==> config.mk <==
export PLATFORM = sky130hd
export DESIGN_NAME = clip_pipe
export DESIGN_NICKNAME = d
export VERILOG_FILES = /design/src/rtl/clip_pkg.sv /design/src/rtl/clip_lane.sv /design/src/rtl/clip_pipe.sv
export SDC_FILE = /design/constraint.sdc
export NUM_CORES = 1
export LEC_CHECK = 0
export ABC_AREA = 1
export CAP_MARGIN = 20
export CORE_ASPECT_RATIO = 0.8
export CORE_MARGIN = 3
export CORE_UTILIZATION = 45
export DETAILED_ROUTE_END_ITERATION = 16
export PLACE_DENSITY = 0.78
export SYNTH_ARGS = -nofsm -noshare
export SYNTH_HDL_FRONTEND = slang
export SYNTH_SLANG_ARGS = --single-unit
export TNS_END_PERCENT = 30
==> constraint.sdc <==
create_clock -name clk_i -period 3.75 [get_ports clk_i]
set_input_delay 1.125 -clock clk_i [delete_from_list [all_inputs] [get_ports clk_i]]
set_output_delay 1.125 -clock clk_i [all_outputs]
set_load 0.005 [all_outputs]
==> src/rtl/clip_pkg.sv <==
// Shared types and helpers for the audio output limiter.
// Latency: none (types and pure functions only).
// Backpressure: not applicable.
package clip_pkg;

  typedef enum logic [1:0] {
    CLIP_HARD = 2'd0,
    CLIP_SOFT = 2'd1,
    CLIP_WRAP = 2'd2,
    CLIP_RSVD = 2'd3
  } clip_mode_t;

  // Clamp a signed value into the range of a signed integer of 'width' bits.
  function automatic logic signed [63:0] sat_signed(input logic signed [63:0] value,
                                                    input int unsigned       width);
    logic signed [63:0] hi;
    logic signed [63:0] lo;
    hi = (64'sd1 <<< (width - 1)) - 64'sd1;
    lo = -hi - 64'sd1;
    if (value > hi) begin
      return hi;
    end else if (value < lo) begin
      return lo;
    end
    return value;
  endfunction

endpackage

==> src/rtl/clip_lane.sv <==
// One lane of the output limiter: shifted sample plus mode -> narrow sample and clip flag.
// Latency: purely combinational.
// Backpressure: none; the enclosing pipeline decides when the result is captured.
module clip_lane
  import clip_pkg::*;
#(
  parameter int WIDTH_FULL = 24,
  parameter int WIDTH_CLIP = 16
) (
  input  logic signed [WIDTH_FULL-1:0] x_i,
  input  clip_mode_t                   mode_i,
  output logic signed [WIDTH_CLIP-1:0] y_o,
  output logic                         flag_o
);

  // One extra bit so the soft-knee sum can never overflow before clamping.
  localparam int KW = WIDTH_FULL + 1;
  localparam logic signed [KW-1:0] KNEE = KW'(1) <<< (WIDTH_CLIP - 2);

  logic signed [KW-1:0]         xe;
  logic signed [KW-1:0]         k;
  logic signed [63:0]           k64;
  logic signed [63:0]           s64;
  logic        [WIDTH_FULL-1:0] wrap_ext;

  // Knee shaping, then a common clamp; wrap mode bypasses the clamp entirely.
  always_comb begin
    xe       = KW'(x_i);
    k        = xe;
    wrap_ext = {{(WIDTH_FULL - WIDTH_CLIP){x_i[WIDTH_CLIP-1]}}, x_i[WIDTH_CLIP-1:0]};
    if (mode_i == CLIP_SOFT) begin
      if (xe > KNEE) begin
        k = KNEE + ((xe - KNEE) >>> 2);
      end else if (xe < -KNEE) begin
        k = -KNEE + ((xe + KNEE) >>> 2);
      end
    end
    k64 = 64'(k);
    s64 = sat_signed(k64, WIDTH_CLIP);
    if (mode_i == CLIP_WRAP) begin
      y_o    = x_i[WIDTH_CLIP-1:0];
      flag_o = (wrap_ext != $unsigned(x_i));
    end else begin
      y_o    = s64[WIDTH_CLIP-1:0];
      flag_o = (s64 != k64);
    end
  end

endmodule

==> src/rtl/clip_pipe.sv <==
// Multi-channel audio output limiter: runtime shift, hard/soft/wrap limiting, clip reporting.
// Latency: 2 cycles from input accept to dout_valid_o; one vector per cycle sustained.
// Backpressure: valid/ready both sides; din_ready_o is the only combinational path (from dout_ready_i).
module clip_pipe
  import clip_pkg::*;
#(
  parameter  int WIDTH_FULL  = 24,
  parameter  int WIDTH_CLIP  = 16,
  parameter  int NUM_CH      = 2,
  parameter  int MAX_SHIFT   = 15,
  parameter  int HOLD_CYCLES = 4,
  parameter  int CNT_W       = 16,
  localparam int SHW         = $clog2(MAX_SHIFT + 1)
) (
  input  logic                         clk_i,
  input  logic                         rst_i,
  input  clip_mode_t                   mode_i,
  input  logic [SHW-1:0]               shift_i,
  input  logic                         din_valid_i,
  output logic                         din_ready_o,
  input  logic [NUM_CH*WIDTH_FULL-1:0] din_i,
  output logic                         dout_valid_o,
  input  logic                         dout_ready_i,
  output logic [NUM_CH*WIDTH_CLIP-1:0] dout_o,
  output logic [NUM_CH-1:0]            clip_flag_o,
  output logic [NUM_CH-1:0]            clip_hold_o,
  output logic [CNT_W-1:0]             clip_count_o,
  input  logic                         clip_count_clr_i
);

  localparam int HCW = $clog2(HOLD_CYCLES + 1);

  logic                                  v1_q;
  logic                                  v2_q;
  clip_mode_t                            mode1_q;
  logic [NUM_CH-1:0][WIDTH_FULL-1:0]     x1_q;
  logic [NUM_CH-1:0][WIDTH_FULL-1:0]     x1_d;
  logic [SHW-1:0]                        sh_eff;
  logic [WIDTH_CLIP-1:0]                 y2_d    [NUM_CH];
  logic                                  flag2_d [NUM_CH];
  logic [NUM_CH-1:0][WIDTH_CLIP-1:0]     dout_q;
  logic [NUM_CH-1:0]                     flag_q;
  logic [NUM_CH-1:0][HCW-1:0]            hcnt_q;
  logic [NUM_CH-1:0][HCW-1:0]            hcnt_d;
  logic [NUM_CH-1:0]                     hold_q;
  logic [NUM_CH-1:0]                     hold_d;
  logic [CNT_W-1:0]                      cnt_q;
  logic [CNT_W-1:0]                      cnt_d;
  logic                                  s1_load;
  logic                                  s2_load;
  logic                                  accept;
  logic                                  out_xfer;

  // Stage advance conditions; a stage may load whenever the stage after it drains.
  always_comb begin
    s2_load  = !v2_q || dout_ready_i;
    s1_load  = !v1_q || s2_load;
    accept   = din_valid_i && s1_load;
    out_xfer = v2_q && dout_ready_i;
  end

  assign din_ready_o  = s1_load;
  assign dout_valid_o = v2_q;
  assign dout_o       = dout_q;
  assign clip_flag_o  = flag_q;
  assign clip_hold_o  = hold_q;
  assign clip_count_o = cnt_q;

  // Stage-1 datapath: clamp the shift amount and arithmetic-shift every lane.
  always_comb begin
    sh_eff = (int'(shift_i) > MAX_SHIFT) ? SHW'(MAX_SHIFT) : shift_i;
    for (int i = 0; i < NUM_CH; i++) begin
      x1_d[i] = $signed(din_i[i*WIDTH_FULL +: WIDTH_FULL]) >>> sh_eff;
    end
  end

  // Stage-2 datapath: one limiter lane per channel.
  for (genvar g = 0; g < NUM_CH; g++) begin : g_lane
    clip_lane #(
      .WIDTH_FULL (WIDTH_FULL),
      .WIDTH_CLIP (WIDTH_CLIP)
    ) u_lane (
      .x_i    ($signed(x1_q[g])),
      .mode_i (mode1_q),
      .y_o    (y2_d[g]),
      .flag_o (flag2_d[g])
    );
  end

  // Stage-1 register: shifted samples and the mode that travels with them.
  always_ff @(posedge clk_i or posedge rst_i) begin
    if (rst_i) begin
      v1_q    <= 1'b0;
      mode1_q <= CLIP_HARD;
      x1_q    <= '0;
    end else if (s1_load) begin
      v1_q <= din_valid_i;
      if (accept) begin
        mode1_q <= mode_i;
        x1_q    <= x1_d;
      end
    end
  end

  // Stage-2 register: output samples and flags, frozen while downstream stalls.
  always_ff @(posedge clk_i or posedge rst_i) begin
    if (rst_i) begin
      v2_q   <= 1'b0;
      dout_q <= '0;
      flag_q <= '0;
    end else if (s2_load) begin
      v2_q <= v1_q;
      if (v1_q) begin
        for (int i = 0; i < NUM_CH; i++) begin
          dout_q[i] <= y2_d[i];
          flag_q[i] <= flag2_d[i];
        end
      end
    end
  end

  // Per-lane hold timers: reload on a clipped output transfer, otherwise run down to zero.
  always_comb begin
    for (int i = 0; i < NUM_CH; i++) begin
      hcnt_d[i] = hcnt_q[i];
      if (out_xfer && flag_q[i]) begin
        hcnt_d[i] = HCW'(HOLD_CYCLES);
      end else if (hcnt_q[i] != '0) begin
        hcnt_d[i] = hcnt_q[i] - HCW'(1);
      end
      hold_d[i] = (hcnt_d[i] != '0);
    end
  end

  // Hold timers and their registered indicator bits.
  always_ff @(posedge clk_i or posedge rst_i) begin
    if (rst_i) begin
      hcnt_q <= '0;
      hold_q <= '0;
    end else begin
      hcnt_q <= hcnt_d;
      hold_q <= hold_d;
    end
  end

  // Clip-event counter: one count per clipped vector, saturating, clear has priority.
  always_comb begin
    cnt_d = cnt_q;
    if (clip_count_clr_i) begin
      cnt_d = '0;
    end else if (out_xfer && (|flag_q) && (cnt_q != {CNT_W{1'b1}})) begin
      cnt_d = cnt_q + CNT_W'(1);
    end
  end

  // Clip-event counter register.
  always_ff @(posedge clk_i or posedge rst_i) begin
    if (rst_i) begin
      cnt_q <= '0;
    end else begin
      cnt_q <= cnt_d;
    end
  end

endmodule

# After elaboration in Yosys (flattened, before gate mapping)
# Cells that the tools add are included.
[word_totals]
out_inout_bits = 54
ff_bits = 110
[classes]
n_addsub = 11
n_lt_le_gt_ge = 8
reduce_logical = 18
muxes = 26
eq_ne = 7
shifts = 2
[ops]
columns = ["cell", "count"]
rows = [
  ["64-bit two-way mux", 6],
  ["25-bit two-way mux", 6],
  ["64-bit by 25-bit inequality test with 1-bit output", 2],
  ["16-bit two-way mux", 4],
  ["24-bit by 16-bit adder with 25-bit output, second input constant", 2],
  ["25-bit by 16-bit > comparator with 1-bit output, second input constant", 2],
  ["25-bit by 16-bit < comparator with 1-bit output, second input constant", 2],
  ["24-bit by 16-bit subtractor with 25-bit output, second input constant", 2],
  ["15-bit by 23-bit adder with 24-bit output, first input constant", 2],
  ["16-bit by 23-bit adder with 24-bit output, first input constant", 2],
  ["24-bit by 16-bit > comparator with 1-bit output, second input constant", 2],
  ["24-bit by 15-bit < comparator with 1-bit output, second input constant", 2],
  ["24-bit by 4-bit >>> shifter with 24-bit output", 2],
  ["16-bit by 1-bit adder with 16-bit output, second input constant", 1],
  ["16-bit inequality test, second input constant", 1],
  ["8-bit inequality test", 2],
  ["3-bit two-way mux", 4],
  ["3-bit nonzero test", 4],
  ["1-bit logical AND", 6],
  ["1-bit two-way mux", 6],
  ["3-bit by 1-bit subtractor with 3-bit output, second input constant", 2],
  ["2-bit AND reduction", 2],
  ["2-bit by 1-bit equality test with 1-bit output, second input constant", 1],
  ["2-bit equality test, second input constant", 1],
  ["other kinds (4)", 6],
]

# Depth between registers and ports, before layout
[logic_depth]
ltp_word = 11
mapped_depth = 25
depth_no_buf = 24

# Cells and area by module
# Synthesis repeated with hierarchy kept, for this count alone.
[unflattened]
hier_cells = 1685
hier_area_um2 = 10447.5
[modules_own_cells]
columns = ["module", "cells_per_inst", "area_each_um2", "seq_area_each_um2", "n_inst"]
rows = [
  ["clip_pipe", 888, 6472.5, 2752.6, 1],
  ["clip_lane at g_lane[0].u_lane", 390, 2014.4, 0.0, 1],
  ["clip_lane at g_lane[1].u_lane", 407, 1960.6, 0.0, 1],
]

# Worst setup path after synthesis
# Ideal clock, no wire load.
[synth_path]
kind = "flip-flop to flip-flop"
from = "register x1_q[15] in the netlist's numbering"
to = "register dout_q (netlist bit dout_o[1])"
slack_ps = 1017
required_ps = 3628
n_path_buf = 1
stages_incl_launch_ff = 17
arrival_time_ps = 2611
setup_ps = 122
cell_sequence = "dfrtp_1 > ha_1 > nand2_1 > inv_2 > nand4_1 > or2_2 > xor2_1 > nor3_1 > fa_1 > or2_2 > a31oi_4 > inv_1 > nand2_2 > buf_4 > nand2_1 > nand2_2 > a21oi_2"
[synth_between]
elab_chain_cells = 10
[synth_lines]
columns = ["element", "line_no", "source"]
rows = [
  ["from (decl)", "clip_pipe.sv:36", "logic [NUM_CH-1:0][WIDTH_FULL-1:0] x1_q;"],
  ["from (signal assigned)", "clip_pipe.sv:95", "x1_q <= '0;"],
  ["from (signal assigned)", "clip_pipe.sv:100", "x1_q <= x1_d;"],
  ["24-bit by 16-bit adder with 25-bit output", "clip_lane.sv:35", "k = -KNEE + ((xe + KNEE) >>> 2);"],
  ["15-bit by 23-bit adder with 24-bit output", "clip_lane.sv:35", ""],
  ["25-bit two-way mux", "clip_lane.sv:34", "end else if (xe < -KNEE) begin"],
  ["25-bit two-way mux", "clip_lane.sv:32", "if (xe > KNEE) begin"],
  ["25-bit two-way mux (*)", "clip_lane.sv:31", "if (mode_i == CLIP_SOFT) begin"],
  ["25-bit by 16-bit < comparator with 1-bit output", "clip_pkg.sv:22", "end else if (value < lo) begin"],
  ["1-bit two-way mux", "clip_pkg.sv:22", ""],
  ["1-bit two-way mux", "clip_pkg.sv:20", "if (value > hi) begin"],
  ["64-bit two-way mux (*)", "clip_pkg.sv:25", "return value;"],
  ["16-bit two-way mux (*)", "clip_lane.sv:40", "if (mode_i == CLIP_WRAP) begin"],
  ["to (signal, indexed assignment)", "clip_pipe.sv:115", "dout_q[i] <= y2_d[i];"],
  ["to (decl)", "clip_pipe.sv:41", "logic [NUM_CH-1:0][WIDTH_CLIP-1:0] dout_q;"],
]
# Every way passes the cells marked *; elsewhere a longest branch is shown, timed or not.
# A chain may end at the register's enable or synchronous reset.

# Worst setup path in the final report
[layout_path]
from = "register x1_q[15] in the netlist's numbering"
to = "register dout_q (netlist bit dout_o[3])"
# The elaborated chain is that of the path after synthesis.

==> run_results.csv <==
group,metric,value,unit
detailed_routing,via_per_inst,5.562,
pwr,leakage,5.190,nW
pwr,p_per_area,487.5,mW/mm^2
detailed_routing,drt_wl_total,28.78,mm
yosys,synth_seq_cells,110,
global_routing,antenna_found_initial,0,
setup_path,path_class,"reg -> reg",
detailed_routing,num_vias,10280,
floorplanning,core_area,0.02020,sq mm
setup_path,cp.required,4.04,ns
sta,hold_viol,0,
floorplanning,die_area,0.02280,sq mm
layout,fin_nets,1663,
floorplanning,std_cell_rows,46,
clocking,clk_latency,0.36,ns
layout,syn_to_final_growth,16.95,%
global_routing,use_met3,4.026,%
setup_path,critPathArrivalTime,3.71,ns
place,place_ws,0.3448,ns
floorplanning,ios,113,
global_routing,track_usage,25.15,%
setup_path,startpoint_type,"flip-flop",
global_routing,grt_util_met2,35.94,%
global_routing,grt-ovfl-total,0,
floorplanning,die_w,168.1,um
sta,period_share,91.19,%
layout,drive_gt1_share,6.755,%
yosys,async_flop_share,100.0,%
detailed_routing,wl_per_cell,15.57,um
detailed_routing,drt_iter0_drc,1117,
detailed_routing,dr.pass1.iters,8,
sta,tightest_slew,0.6414,ns
detailed_routing,drc,0,
floorplanning,die_h,135.6,um
min_path,hp-class,"reg -> reg",
global_routing,grt_most_used_layer,"met1",
clocking,cts_resized,0,
yosys,ys_warn_count,0,
global_routing,grtUsageMet1,39.46,%
yosys,synth_cell_types,49,
clocking,clockBufferDepth,2,
global_routing,grt_pass1_wl,47.73,mm
place,gp_congestion,0.9343,
sta,relSlewSlack,57.17,%
global_routing,grt_max_degree,111,
global_routing,grt_pass1_vias,9214,
sta,finClkSkew,0.01417,ns
detailed_routing,ant_nets,0,
yosys,syn-cell-area,0.009454,sq mm
clocking,cts_hold_buffers,0,
yosys,ys_seq_area_share,29.12,%
clocking,cts_tree,"built",
sta,max_freq,292.4,MHz
sta,drv_slew,0,
sta,fin_setup_tns,0,ns
layout,antenna_cells,0,
min_path,min_path_cells,2,
setup_path,worst_setup_path_end_kind,"flip-flop",
place,numPortBuffers,112,
yosys,syn_avg_cell_area,6.261,sq um
yosys,synth_edf_count,0,
clocking,cts_setup_buffers,0,
yosys,synthCells,1510,
clocking,htreeDepth,3,
yosys,syn-num-nets,1594,
clocking,root_buffer,"clkbuf_16",
clocking,clk_pin_slew,0.09,ns
sta,setup_violations,0,
sta,finalCriticalPeriod,3.420,ns
status,status,"finished, final reports clean",
job,max-cap-violations,0,
pwr,ir_drop,0.3735,mV
setup_path,cp_max_fo,15,
place,hpwl,21.80,mm
yosys,synth-main-ff-cell,"dfrtp_1",
sta,finalWorstSetupSlack,0.3303,ns
clocking,cts_buffers,9,
sta,rsz0062_at_grt,"no",
setup_path,reg2regPathDepth,16,
clocking,cts_sinks,110,
floorplanning,initial_core_util,46.80,%
-- report_power, final --
group / switching, mW / internal, mW / total (mW)
Clock: 0.504 / 0.556 / 1.06
Sequential: 0.361 / 1.49 / 1.85
Combinational: 1.46 / 1.02 / 2.48
-- cell usage after synthesis (2+ instances only) --
cell type	number	area, sq um
a21oi_4	2	32.53
o21a_1	7	52.55
nor4_1	2	12.51
nand4_1	19	118.9
a21oi_2	11	96.34
mux2i_1	16	160.2
nor2_1	155	581.8
nor2_4	3	33.78
buf_6	5	56.30
a211oi_1	2	15.01
clkinv_1	6	22.52
o221ai_1	7	61.31
buf_2	7	35.03
or2_2	7	43.79
nand2_4	3	33.78
ha_1	23	287.8
clkbuf_1	50	187.7
fa_1	2	40.04
xor2_1	8	70.07
nand2_1	495	1858
o211ai_1	10	75.07
inv_2	11	41.29
dfrtp_1	110	2753
buf_1	6	22.52
a221oi_1	2	17.52
buf_4	8	60.06
nor2_2	10	62.56
a31oi_1	5	31.28
o21ai_0	119	595.6
nand3_1	134	670.6
a22oi_1	10	75.07
nand2_2	9	56.30
nor3_1	8	40.04
o22ai_1	14	87.58
inv_1	110	412.9
clkbuf_2	2	10.01
a32oi_1	3	26.28
nand3_2	3	30.03
a21oi_1	96	480.5
-- kinds of logic (layout without fill, tap and decap cells) --
| logic type | Yosys count | in the layout | share of synthesized area (%) |
|---|---|---|---|
| simple gates | 850 | 850 | 37.61 |
| compound gates | 294 | 294 | 18.24 |
| buf+inv | 206 | 280 | 9.039 |
| flops | 110 | 110 | 29.12 |
| fa+ha+maj | 25 | 25 | 3.468 |
| mux | 16 | 16 | 1.694 |
| xor+xnor | 9 | 9 | 0.8338 |
-- metrics by stage --
step / util, % / instance area, sq um / std cells / total power, mW / hold WS [ns]
6_report: 54.73 / 11060 / 1848 / 5.390 / 0.4858
5_1_grt: 54.73 / 11060 / 1848 / 5.787 / 0.5149
4_1_cts: 54.73 / 11060 / 1848 / 5.367 / 0.4908
3_5_place_dp: 53.13 / 10730 / 1832 / 4.308 / 0.4704
3_3_place_gp: 53.13 / 10730 / 1832 / 4.258 / 0.4626
2_1_floorplan: - / 9458 / 1510 / 3.368 / 0.4714
-- final timing paths --
check                      startpoint          to  slack [ns]
min reg2reg                dout_o[31]  dout_o[31]        0.49
min in group asynchronous       rst_i  dout_o[18]        1.27
min                        dout_o[31]  dout_o[31]        0.49
max                          x1_q[15]   dout_o[3]        0.33
max in group asynchronous       rst_i   dout_o[6]        2.02
max reg2reg                  x1_q[15]   dout_o[3]        0.33
-- state kept, by name (all words and copies together) (netlist names) --
signal and flops:
x1_q 48, dout_o 32, clip_count_o 16, hcnt_q 6
clip_flag_o 2, clip_hold_o 2, mode1_q 2, dout_valid_o 1
v1_q 1
-- per-layer routing --
metal	vias up	wire, um
met4	0	355
met2	442	11840
met3	31	2280
li1	5090	-
met5	-	0
met1	4715	14300
-- worst max-delay path, stage by stage (launching register included) --
cell and delay (ns):
dfrtp_1 0.42, inv_1 0.27, ha_1 0.37, xor2_1 0.32
ha_1 0.23, nand3_1 0.10, nor2_1 0.20, nand3_1 0.11
nand2_1 0.07, nand3_1 0.08, nand3_1 0.12, nand2_1 0.08
nor2_1 0.13, nand3_2 0.12, a21oi_4 0.44, nand2_1 0.15
a21oi_2 0.14
-- final cells by class --
class / count / area [sq um]
multi-input cells: 1194 / 5849
flip-flops and latches: 110 / 2753
fillers: 1951 / 9145
inverters: 128 / 486.7
well taps: 264 / 330.3
repair buffers: 136 / 1314
clock buffers: 10 / 239.0
clock inverters: 6 / 85.08
-- placed cells by master (no fill, tap or decap), drive strengths merged --
master / n
o311ai: 1
inv: 124
a32oi: 3
o22ai: 14
a22oi: 10
o211ai: 10
clkinv: 7
nor4: 2
buf: 24
o21ai: 121
nand3: 137
xor2: 8
fa: 2
xnor2: 1
o221a: 1
or2: 7
a21boi: 1
ha: 23
a211oi: 2
a31oi: 6
nand2: 507
clkbuf: 10
bufinv: 1
nor3: 8
nand4: 19
mux2i: 16
clkdlybuf4s50: 112
clkinvlp: 2
nor2: 168
o21a: 7
dfrtp: 110
nor3b: 1
a21oi: 109
and3: 1
o221ai: 7
a221oi: 2
Power figures use the tool's default switching activity.
